[src/rtl/mdu_pkg.sv]
// Shared types and constants for the iterative multiply/divide unit.
// Opcode and state enums live together, so the opcode members carry an OP_ infix.
package mdu_pkg;

  typedef enum logic [3:0] {
    MDU_OP_NOP   = 4'd0,
    MDU_OP_MUL   = 4'd1,
    MDU_OP_MULW  = 4'd2,
    MDU_OP_DIV   = 4'd3,
    MDU_OP_DIVU  = 4'd4,
    MDU_OP_REM   = 4'd5,
    MDU_OP_REMU  = 4'd6,
    MDU_OP_DIVW  = 4'd7,
    MDU_OP_DIVUW = 4'd8,
    MDU_OP_REMW  = 4'd9,
    MDU_OP_REMUW = 4'd10
  } mdu_op_t;

  typedef enum logic [1:0] {MDU_IDLE, MDU_MUL, MDU_DIV, MDU_DONE} mdu_state_t;

  localparam int MDU_ITER_D = 64;
  localparam int MDU_ITER_W = 32;
  localparam int MDU_CNT_W  = 7;

  function automatic logic op_is_mul(input mdu_op_t op);
    return op inside {MDU_OP_MUL, MDU_OP_MULW};
  endfunction

  function automatic logic op_is_div(input mdu_op_t op);
    return op inside {MDU_OP_DIV, MDU_OP_DIVU, MDU_OP_REM, MDU_OP_REMU,
                      MDU_OP_DIVW, MDU_OP_DIVUW, MDU_OP_REMW, MDU_OP_REMUW};
  endfunction

  function automatic logic op_is_w(input mdu_op_t op);
    return op inside {MDU_OP_MULW, MDU_OP_DIVW, MDU_OP_DIVUW, MDU_OP_REMW, MDU_OP_REMUW};
  endfunction

  function automatic logic op_is_signed(input mdu_op_t op);
    return op inside {MDU_OP_DIV, MDU_OP_REM, MDU_OP_DIVW, MDU_OP_REMW};
  endfunction

  function automatic logic op_is_rem(input mdu_op_t op);
    return op inside {MDU_OP_REM, MDU_OP_REMU, MDU_OP_REMW, MDU_OP_REMUW};
  endfunction

endpackage

[src/rtl/mdu_divcore.sv]
// Restoring radix-2 unsigned divider, one quotient bit per cycle.
// quot/rem expose the result of the iteration being performed this cycle.
module mdu_divcore
  import mdu_pkg::*;
#(
  parameter int XLEN = 64
) (
  input  logic                 clk,
  input  logic                 reset,
  input  logic                 start,
  input  logic                 abort,
  input  logic [XLEN-1:0]      dividend,
  input  logic [XLEN-1:0]      divisor,
  input  logic [MDU_CNT_W-1:0] iters,
  output logic                 last,
  output logic [XLEN-1:0]      quot,
  output logic [XLEN-1:0]      rem
);

  logic [XLEN-1:0]      rem_q, rem_d, quo_q, quo_d, dvs_q, dvs_d;
  logic [MDU_CNT_W-1:0] cnt_q, cnt_d;
  logic [XLEN:0]        rem_sh, diff;
  logic                 fits;

  // Dividend bits shift out of quo_q's MSB while quotient bits shift into its LSB.
  always_comb begin
    rem_sh = {rem_q, quo_q[XLEN-1]};
    diff   = rem_sh - {1'b0, dvs_q};
    fits   = ~diff[XLEN];
    quot   = {quo_q[XLEN-2:0], fits};
    rem    = fits ? diff[XLEN-1:0] : rem_sh[XLEN-1:0];
    last   = (cnt_q == MDU_CNT_W'(1));

    // NOTE: every always_comb target gets a default first, so no path can infer a latch.
    rem_d = rem_q;
    quo_d = quo_q;
    dvs_d = dvs_q;
    cnt_d = cnt_q;
    if (abort) begin
      cnt_d = '0;
    end else if (start) begin
      rem_d = '0;
      quo_d = dividend;
      dvs_d = divisor;
      cnt_d = iters;
    end else if (cnt_q != '0) begin
      rem_d = rem;
      quo_d = quot;
      cnt_d = cnt_q - MDU_CNT_W'(1);
    end
  end

  always_ff @(posedge clk) begin
    // NOTE: sequential state is written with non-blocking assignments only.
    if (!reset) begin
      rem_q <= '0;
      quo_q <= '0;
      dvs_q <= '0;
      cnt_q <= '0;
    end else begin
      rem_q <= rem_d;
      quo_q <= quo_d;
      dvs_q <= dvs_d;
      cnt_q <= cnt_d;
    end
  end

endmodule

[src/rtl/mdu_iterative.sv]
// Multi-cycle multiply/divide unit: request/response handshake, shift-add multiply,
// special-case resolution and sign correction around the restoring divide core.
module mdu_iterative
  import mdu_pkg::*;
#(
  parameter int XLEN     = 64,
  parameter bit FAST_MUL = 1'b0
) (
  input  logic            clk,
  input  logic            reset,
  input  logic            flush,
  input  logic            req_valid,
  output logic            req_ready,
  input  mdu_op_t         req_op,
  input  logic [XLEN-1:0] req_a,
  input  logic [XLEN-1:0] req_b,
  output logic            resp_valid,
  input  logic            resp_ready,
  output logic [XLEN-1:0] resp_data
);

  localparam int CW = MDU_CNT_W;

  function automatic logic [XLEN-1:0] sext32(input logic [31:0] v);
    return {{(XLEN-32){v[31]}}, v};
  endfunction

  function automatic logic [XLEN-1:0] zext32(input logic [31:0] v);
    return {{(XLEN-32){1'b0}}, v};
  endfunction

  function automatic logic [XLEN-1:0] fix_w(input logic [XLEN-1:0] v, input logic w);
    return w ? sext32(v[31:0]) : v;
  endfunction

  mdu_state_t      state_q, state_d;
  logic            req_ready_q, req_ready_d, resp_valid_q, resp_valid_d;
  logic [XLEN-1:0] resp_data_q, resp_data_d;
  logic            w_q, w_d, isrem_q, isrem_d, negq_q, negq_d, negr_q, negr_d;
  logic [XLEN-1:0] acc_q, acc_d, mcand_q, mcand_d, mplier_q, mplier_d;
  logic [CW-1:0]   mcnt_q, mcnt_d;

  logic            is_w, sgn, a_neg, b_neg, div_zero, div_ovf, accept;
  logic [XLEN-1:0] a_ext, b_ext, abs_a, abs_b, min_ext, q_raw, q_fin, r_fin, mul_step;
  logic            div_start, div_last;
  logic [XLEN-1:0] div_dividend, div_divisor, div_quot, div_rem;
  logic [CW-1:0]   div_iters;

  mdu_divcore #(.XLEN(XLEN)) u_divcore (
    .clk      (clk),
    .reset    (reset),
    .start    (div_start),
    .abort    (flush),
    .dividend (div_dividend),
    .divisor  (div_divisor),
    .iters    (div_iters),
    .last     (div_last),
    .quot     (div_quot),
    .rem      (div_rem)
  );

  always_comb begin
    is_w     = op_is_w(req_op);
    sgn      = op_is_signed(req_op);
    a_ext    = is_w ? (sgn ? sext32(req_a[31:0]) : zext32(req_a[31:0])) : req_a;
    b_ext    = is_w ? (sgn ? sext32(req_b[31:0]) : zext32(req_b[31:0])) : req_b;
    a_neg    = sgn & a_ext[XLEN-1];
    b_neg    = sgn & b_ext[XLEN-1];
    abs_a    = a_neg ? -a_ext : a_ext;
    abs_b    = b_neg ? -b_ext : b_ext;
    min_ext  = is_w ? sext32(32'h8000_0000) : {1'b1, {(XLEN-1){1'b0}}};
    div_zero = (b_ext == '0);
    div_ovf  = sgn && (b_ext == {XLEN{1'b1}}) && (a_ext == min_ext);
    accept   = (state_q == MDU_IDLE) && req_valid && !flush;

    // W dividends are left-aligned so 32 iterations consume exactly their 32 bits.
    div_start    = 1'b0;
    div_dividend = is_w ? {abs_a[31:0], {(XLEN-32){1'b0}}} : abs_a;
    div_divisor  = abs_b;
    div_iters    = is_w ? CW'(MDU_ITER_W) : CW'(MDU_ITER_D);

    q_raw    = w_q ? zext32(div_quot[31:0]) : div_quot;
    q_fin    = negq_q ? -q_raw : q_raw;
    r_fin    = negr_q ? -div_rem : div_rem;
    mul_step = mplier_q[0] ? acc_q + mcand_q : acc_q;

    state_d     = state_q;
    resp_data_d = resp_data_q;
    w_d         = w_q;
    isrem_d     = isrem_q;
    negq_d      = negq_q;
    negr_d      = negr_q;
    acc_d       = acc_q;
    mcand_d     = mcand_q;
    mplier_d    = mplier_q;
    mcnt_d      = mcnt_q;

    case (state_q)
      MDU_IDLE: begin
        if (accept) begin
          w_d     = is_w;
          isrem_d = op_is_rem(req_op);
          negq_d  = a_neg ^ b_neg;
          negr_d  = a_neg;
          if (op_is_mul(req_op)) begin
            if (FAST_MUL) begin
              state_d     = MDU_DONE;
              resp_data_d = fix_w(req_a * req_b, is_w);
            end else begin
              state_d  = MDU_MUL;
              acc_d    = '0;
              mcand_d  = is_w ? zext32(req_a[31:0]) : req_a;
              mplier_d = is_w ? zext32(req_b[31:0]) : req_b;
              mcnt_d   = div_iters;
            end
          end else if (op_is_div(req_op)) begin
            if (div_zero) begin
              state_d     = MDU_DONE;
              resp_data_d = fix_w(op_is_rem(req_op) ? a_ext : {XLEN{1'b1}}, is_w);
            end else if (div_ovf) begin
              state_d     = MDU_DONE;
              resp_data_d = fix_w(op_is_rem(req_op) ? '0 : a_ext, is_w);
            end else begin
              state_d   = MDU_DIV;
              div_start = 1'b1;
            end
          end else begin
            state_d     = MDU_DONE;
            resp_data_d = '0;
          end
        end
      end
      MDU_MUL: begin
        acc_d    = mul_step;
        mcand_d  = mcand_q << 1;
        mplier_d = mplier_q >> 1;
        mcnt_d   = mcnt_q - CW'(1);
        if (mcnt_q == CW'(1)) begin
          state_d     = MDU_DONE;
          resp_data_d = fix_w(mul_step, w_q);
        end
      end
      MDU_DIV: begin
        if (div_last) begin
          state_d     = MDU_DONE;
          resp_data_d = fix_w(isrem_q ? r_fin : q_fin, w_q);
        end
      end
      MDU_DONE: begin
        if (resp_ready) state_d = MDU_IDLE;
      end
      default: state_d = MDU_IDLE;
    endcase

    if (flush) state_d = MDU_IDLE;

    req_ready_d  = (state_d == MDU_IDLE);
    resp_valid_d = (state_d == MDU_DONE);
  end

  always_ff @(posedge clk) begin
    if (!reset) begin
      state_q      <= MDU_IDLE;
      req_ready_q  <= 1'b1;
      resp_valid_q <= 1'b0;
      resp_data_q  <= '0;
      w_q          <= 1'b0;
      isrem_q      <= 1'b0;
      negq_q       <= 1'b0;
      negr_q       <= 1'b0;
      acc_q        <= '0;
      mcand_q      <= '0;
      mplier_q     <= '0;
      mcnt_q       <= '0;
    end else begin
      state_q      <= state_d;
      req_ready_q  <= req_ready_d;
      resp_valid_q <= resp_valid_d;
      resp_data_q  <= resp_data_d;
      w_q          <= w_d;
      isrem_q      <= isrem_d;
      negq_q       <= negq_d;
      negr_q       <= negr_d;
      acc_q        <= acc_d;
      mcand_q      <= mcand_d;
      mplier_q     <= mplier_d;
      mcnt_q       <= mcnt_d;
    end
  end

  assign req_ready  = req_ready_q;
  assign resp_valid = resp_valid_q;
  assign resp_data  = resp_data_q;

endmodule

[config.mk]
export PLATFORM = sky130hd
export DESIGN_NAME = mdu_iterative
export DESIGN_NICKNAME = d
export VERILOG_FILES = /design/src/rtl/mdu_pkg.sv /design/src/rtl/mdu_divcore.sv /design/src/rtl/mdu_iterative.sv
export SDC_FILE = /design/constraint.sdc
export NUM_CORES = 2
export LEC_CHECK = 0
export BUFFER_PORTS_ARGS = -buffer_cell sky130_fd_sc_hd__buf_4
export CORE_UTILIZATION = 60
export DETAILED_ROUTE_END_ITERATION = 6
export PLACE_DENSITY = 0.83
export RECOVER_POWER = 100
export SLEW_MARGIN = 20
export SYNTH_ARGS = -nofsm -noshare
export SYNTH_HDL_FRONTEND = slang
export SYNTH_HIERARCHICAL = 1
export SYNTH_SLANG_ARGS = --single-unit
[constraint.sdc]
create_clock -name clk -period 9.7 [get_ports clk]
set_clock_uncertainty 0.1 [all_clocks]
set_input_delay 1.94 -clock clk [delete_from_list [all_inputs] [get_ports clk]]
set_output_delay 1.94 -clock clk [all_outputs]
set_load 0.02 [all_outputs]
==> metrics.txt <==
# TYPE chip_impl_metric gauge
chip_impl_metric{name="grt_pass1_wl",unit="mm"} 217.0
chip_impl_info{name="ys.flop_type",value="dfxtp_1"} 1
chip_impl_info{name="path_common_cell",value="o21ai_0"} 1
chip_impl_metric{name="postSynthAreaPerCell",unit="um^2"} 7.422
chip_impl_metric{name="htreeDepth",unit=""} 2
chip_impl_metric{name="multi_input_comb_area",unit="um^2"} 26490
chip_impl_metric{name="fin_total_pwr",unit="mW"} 16.91
chip_impl_metric{name="cts.clk_slew.worst_paths",unit="ps"} 60
chip_impl_info{name="cts.root.buffer_cell",value="clkbuf_16"} 1
chip_impl_metric{name="final.period_utilization",unit="%"} 91.42
chip_impl_metric{name="drc_errors_left",unit=""} 16
chip_impl_info{name="setup.worst_path.start_class",value="primary input"} 1
chip_impl_metric{name="postCtsHoldBufs",unit=""} 0
chip_impl_metric{name="crit_path_buf_inv_count",unit=""} 3
chip_impl_metric{name="utilization",unit="%"} 65.14
chip_impl_metric{name="final_layout_size_suffix_gt1_share",unit="%"} 8.397
chip_impl_metric{name="register_area_share_after_synthesis",unit="%"} 24.55
chip_impl_metric{name="grt_start_max_net_pins",unit=""} 147
chip_impl_info{name="worstSetupEndpointType",value="register"} 1
chip_impl_metric{name="floorplan.initialDensity",unit="%"} 60.76
chip_impl_info{name="timing_worst_setup_path_type",value="primary input to register"} 1
chip_impl_metric{name="synthesis.instances",unit=""} 5164
chip_impl_metric{name="count_of_yosys_warnings_during_synthesis",unit=""} 6
chip_impl_metric{name="global_route.usage.total",unit="%"} 43.39
chip_impl_metric{name="timing.critical_path.fanout_max",unit=""} 79
chip_impl_metric{name="async_reset_ff_share",unit="%"} 0
chip_impl_metric{name="timing.max_slew.rel_slack",unit="%"} -126.7
chip_impl_metric{name="route.final.wire_length",unit="mm"} 146.4
chip_impl_metric{name="slew_viol_final",unit=""} 350
chip_impl_metric{name="first_global_vias",unit=""} 36150
chip_impl_metric{name="io_pins",unit=""} 203
chip_impl_metric{name="final_hold_viol_count",unit=""} 0
chip_impl_metric{name="worst-endpoint-arrival",unit="ps"} 9220
chip_impl_metric{name="gp_congestion",unit=""} 1.068
chip_impl_metric{name="postRouteAntennaNets",unit=""} 0
chip_impl_metric{name="postCtsSetupRepairBufs",unit=""} 0
chip_impl_metric{name="maxCapViolCount",unit=""} 9
chip_impl_metric{name="cts_max_path_buffers",unit=""} 3
chip_impl_metric{name="fill_cells",unit=""} 5688
chip_impl_metric{name="period_minus_slack",unit="ps"} 8868
chip_impl_metric{name="synthesis.area",unit="um^2"} 38330
chip_impl_metric{name="fin_tns_setup",unit="ps"} 0
chip_impl_metric{name="cellPowerDensity",unit="nW/um^2"} 411.4
chip_impl_metric{name="synth_cell_type_count",unit=""} 97
chip_impl_metric{name="max_slew.worst_pin.slew",unit="ps"} 3400
chip_impl_info{name="violated_checks",value="design-rule violations, max-capacitance violations, max-slew violations"} 1
chip_impl_info{name="tritoncts",value="yes"} 1
chip_impl_metric{name="vdd.ir_drop.worst",unit="mV"} 0.4611
chip_impl_metric{name="synthesis_to_layout_area_growth",unit="%"} 7.205
chip_impl_metric{name="synth_edf_count",unit=""} 0
chip_impl_metric{name="drtPass1Iterations",unit=""} 7
chip_impl_metric{name="nNetsFinal",unit=""} 5332
chip_impl_metric{name="cts-buffers-inserted",unit=""} 54
chip_impl_metric{name="fmax",unit="MHz"} 112.8
chip_impl_metric{name="register_area",unit="um^2"} 9419
chip_impl_metric{name="row_count",unit=""} 92
chip_impl_metric{name="cts.repair.resized",unit=""} 0
chip_impl_metric{name="avgViaCountPerCell",unit=""} 6.767
chip_impl_metric{name="setup_viol_count_final",unit=""} 0
chip_impl_metric{name="dp.final_hpwl",unit="mm"} 107.0
chip_impl_metric{name="detailed_place.area",unit="um^2"} 39530
chip_impl_metric{name="critical_path_required",unit="ps"} 10050
chip_impl_metric{name="synth-seq-cells",unit=""} 470
chip_impl_info{name="layout_commonest_cell",value="nand2_1"} 1
chip_impl_info{name="crit_slowest_cell",value="nor4_1"} 1
chip_impl_metric{name="dieWidth",unit="um"} 254.7
chip_impl_metric{name="via_count",unit=""} 40220
chip_impl_metric{name="grt-ovfl-total",unit=""} 0
chip_impl_info{name="cp_top_family",value="simple AND/OR/NAND/NOR gates"} 1
chip_impl_info{name="layout_common_cells",value="nand2_1, nor2_1, dfxtp_1, a21oi_1, o21ai_0"} 1
chip_impl_metric{name="die_h",unit="um"} 254.7
chip_impl_metric{name="grt_antenna_before_repair",unit=""} 6
chip_impl_info{name="grt_setup_unrepaired",value="false"} 1
chip_impl_metric{name="drt_iter0_markers",unit=""} 5600
chip_impl_info{name="worst_hold_path_type",value="register to register"} 1
chip_impl_metric{name="cp_slowest_stage_delay",unit="ps"} 1200
chip_impl_metric{name="fp.dieArea",unit="um^2"} 64900
chip_impl_metric{name="buffer_ports.inserted",unit=""} 202
chip_impl_metric{name="avgRoutedWirePerCell",unit="um"} 24.64
chip_impl_metric{name="clk-insertion-delay-late",unit="ps"} 650
chip_impl_metric{name="stdcell_area",unit="um^2"} 41090
chip_impl_metric{name="fp.coreArea",unit="um^2"} 63080
chip_impl_metric{name="clock_sinks",unit=""} 470
chip_impl_metric{name="power_leakage",unit="nW"} 16.23
chip_impl_info{name="run_status",value="complete, but fails checks"} 1
chip_impl_info{name="critical_path.cell_chain",value="clkbuf_1 -> and3b_1 -> o21ai_0 -> and2_4 -> clkinv_2 -> buf_4 -> o21ai_0 -> or3_1 -> nor4_1 -> o21ai_2 -> a21oi_1 -> and2_0 -> a41oi_1"} 1
per-layer routing:
| metal | GRT usage, % | up-vias | wire length [um] |
|---|---|---|---|
| li1 | - | 18410 | - |
| met5 | 0 | - | 28 |
| met4 | 22.24 | 6 | 8503 |
| met1 | 57.40 | 18790 | 58310 |
| met2 | 63.97 | 2540 | 60980 |
| met3 | 12.23 | 481 | 18620 |
cell usage after synthesis (15+ instances only):
master / instances / area share (%)
xor2_1: 182 / 4.2
xnor2_1: 177 / 4.0
a21o_1: 84 / 1.6
buf_2: 16 / 0.21
nand3_1: 69 / 0.90
a221oi_1: 23 / 0.53
mux2_4: 53 / 2.1
a211oi_1: 92 / 1.8
and2_1: 30 / 0.49
o21ai_0: 374 / 4.9
or2_2: 19 / 0.31
buf_1: 25 / 0.24
a21oi_1: 456 / 6.0
ha_1: 141 / 4.6
and3_1: 28 / 0.46
nand4_1: 62 / 1.0
nor3_1: 71 / 0.93
nor2_1: 503 / 4.9
nor2b_1: 15 / 0.24
nand2b_1: 29 / 0.47
o211ai_1: 72 / 1.4
o211a_1: 74 / 1.9
inv_1: 132 / 1.3
o41ai_1: 27 / 0.62
mux2i_1: 153 / 4.0
o31ai_1: 64 / 1.3
or4_1: 36 / 0.71
clkbuf_1: 318 / 3.1
nor4_1: 43 / 0.70
a31oi_1: 68 / 1.1
or3_1: 45 / 0.73
a311oi_1: 28 / 0.64
o21bai_1: 30 / 0.59
mux2_2: 20 / 0.59
buf_4: 66 / 1.3
nand2_1: 672 / 6.6
a22o_1: 73 / 1.7
o21a_1: 15 / 0.29
dfxtp_1: 470 / 25
a21boi_0: 75 / 1.5
a22oi_1: 45 / 0.88
flip-flops by register name (all words and copies together), names as in the netlist:
register         count
u_divcore/rem_q     64
w_q                  1
mcand_q             64
u_divcore/dvs_q     64
resp_valid           1
u_divcore/quo_q     64
negq_q               1
negr_q               1
resp_data           64
mcnt_q               7
u_divcore/cnt_q      7
acc_q               64
state_q              2
req_ready            1
mplier_q            64
isrem_q              1
cell families after synthesis:
kind of cell / synth area share (%)
AO/OA/AOI/OAI: 29.59
XOR/XNOR: 8.275
adder cells (fa/ha/maj): 4.786
buffers and inverters: 6.447
flip-flops: 24.55
multiplexers: 6.659
other: 0.009784
AND/OR/NAND/NOR: 19.69
layout make-up:
cell class                 instances  share of cell area (%)
multi-input combinational       4129                   64.48
tap                              846                   2.576
inverter                         135                   1.248
timing repair buffer             262                   4.217
clock buffer                      74                   3.770
antenna                            1                0.006090
clock inverter                    27                  0.7795
sequential                       470                   22.92
per-stage QoR:
step	setup slack, ps	hold slack, ps	std cells
detailed placement	1728	348.4	5841
global placement	1805	342.8	5841
finish	832.4	357.9	5944
floorplan	3529	332.1	5168
global route	518.9	391.8	5943
CTS	1668	355.1	5942
where the power goes:
group	internal (mW)	switching [mW]	leakage (nW)
Clock	1.28	0.918	0.913
Sequential	2.22	0.403	3.82
Combinational	4.71	7.37	11.5
worst min-delay path, delay by kind of cell (launching register included):
family	cells	cell delay, ps
DFF	1	310
and+or+nand+nor	1	50
AOI/OAI and AO/OA	1	50
worst paths after layout:
| path | startpoint | to | slack [ps] | depth (start not counted) |
|---|---|---|---|---|
| worst min register to register | mplier_q[63] | mplier_q[63] | 360 | 2 |
| worst max-delay path | req_op[0] | resp_data[50] | 830 | 13 |
| worst min-delay path | mplier_q[63] | mplier_q[63] | 360 | 2 |
| worst max register to register | u_divcore/quo_q[63] | resp_data[50] | 1400 | 23 |
(Power assumes the default switching activity.)
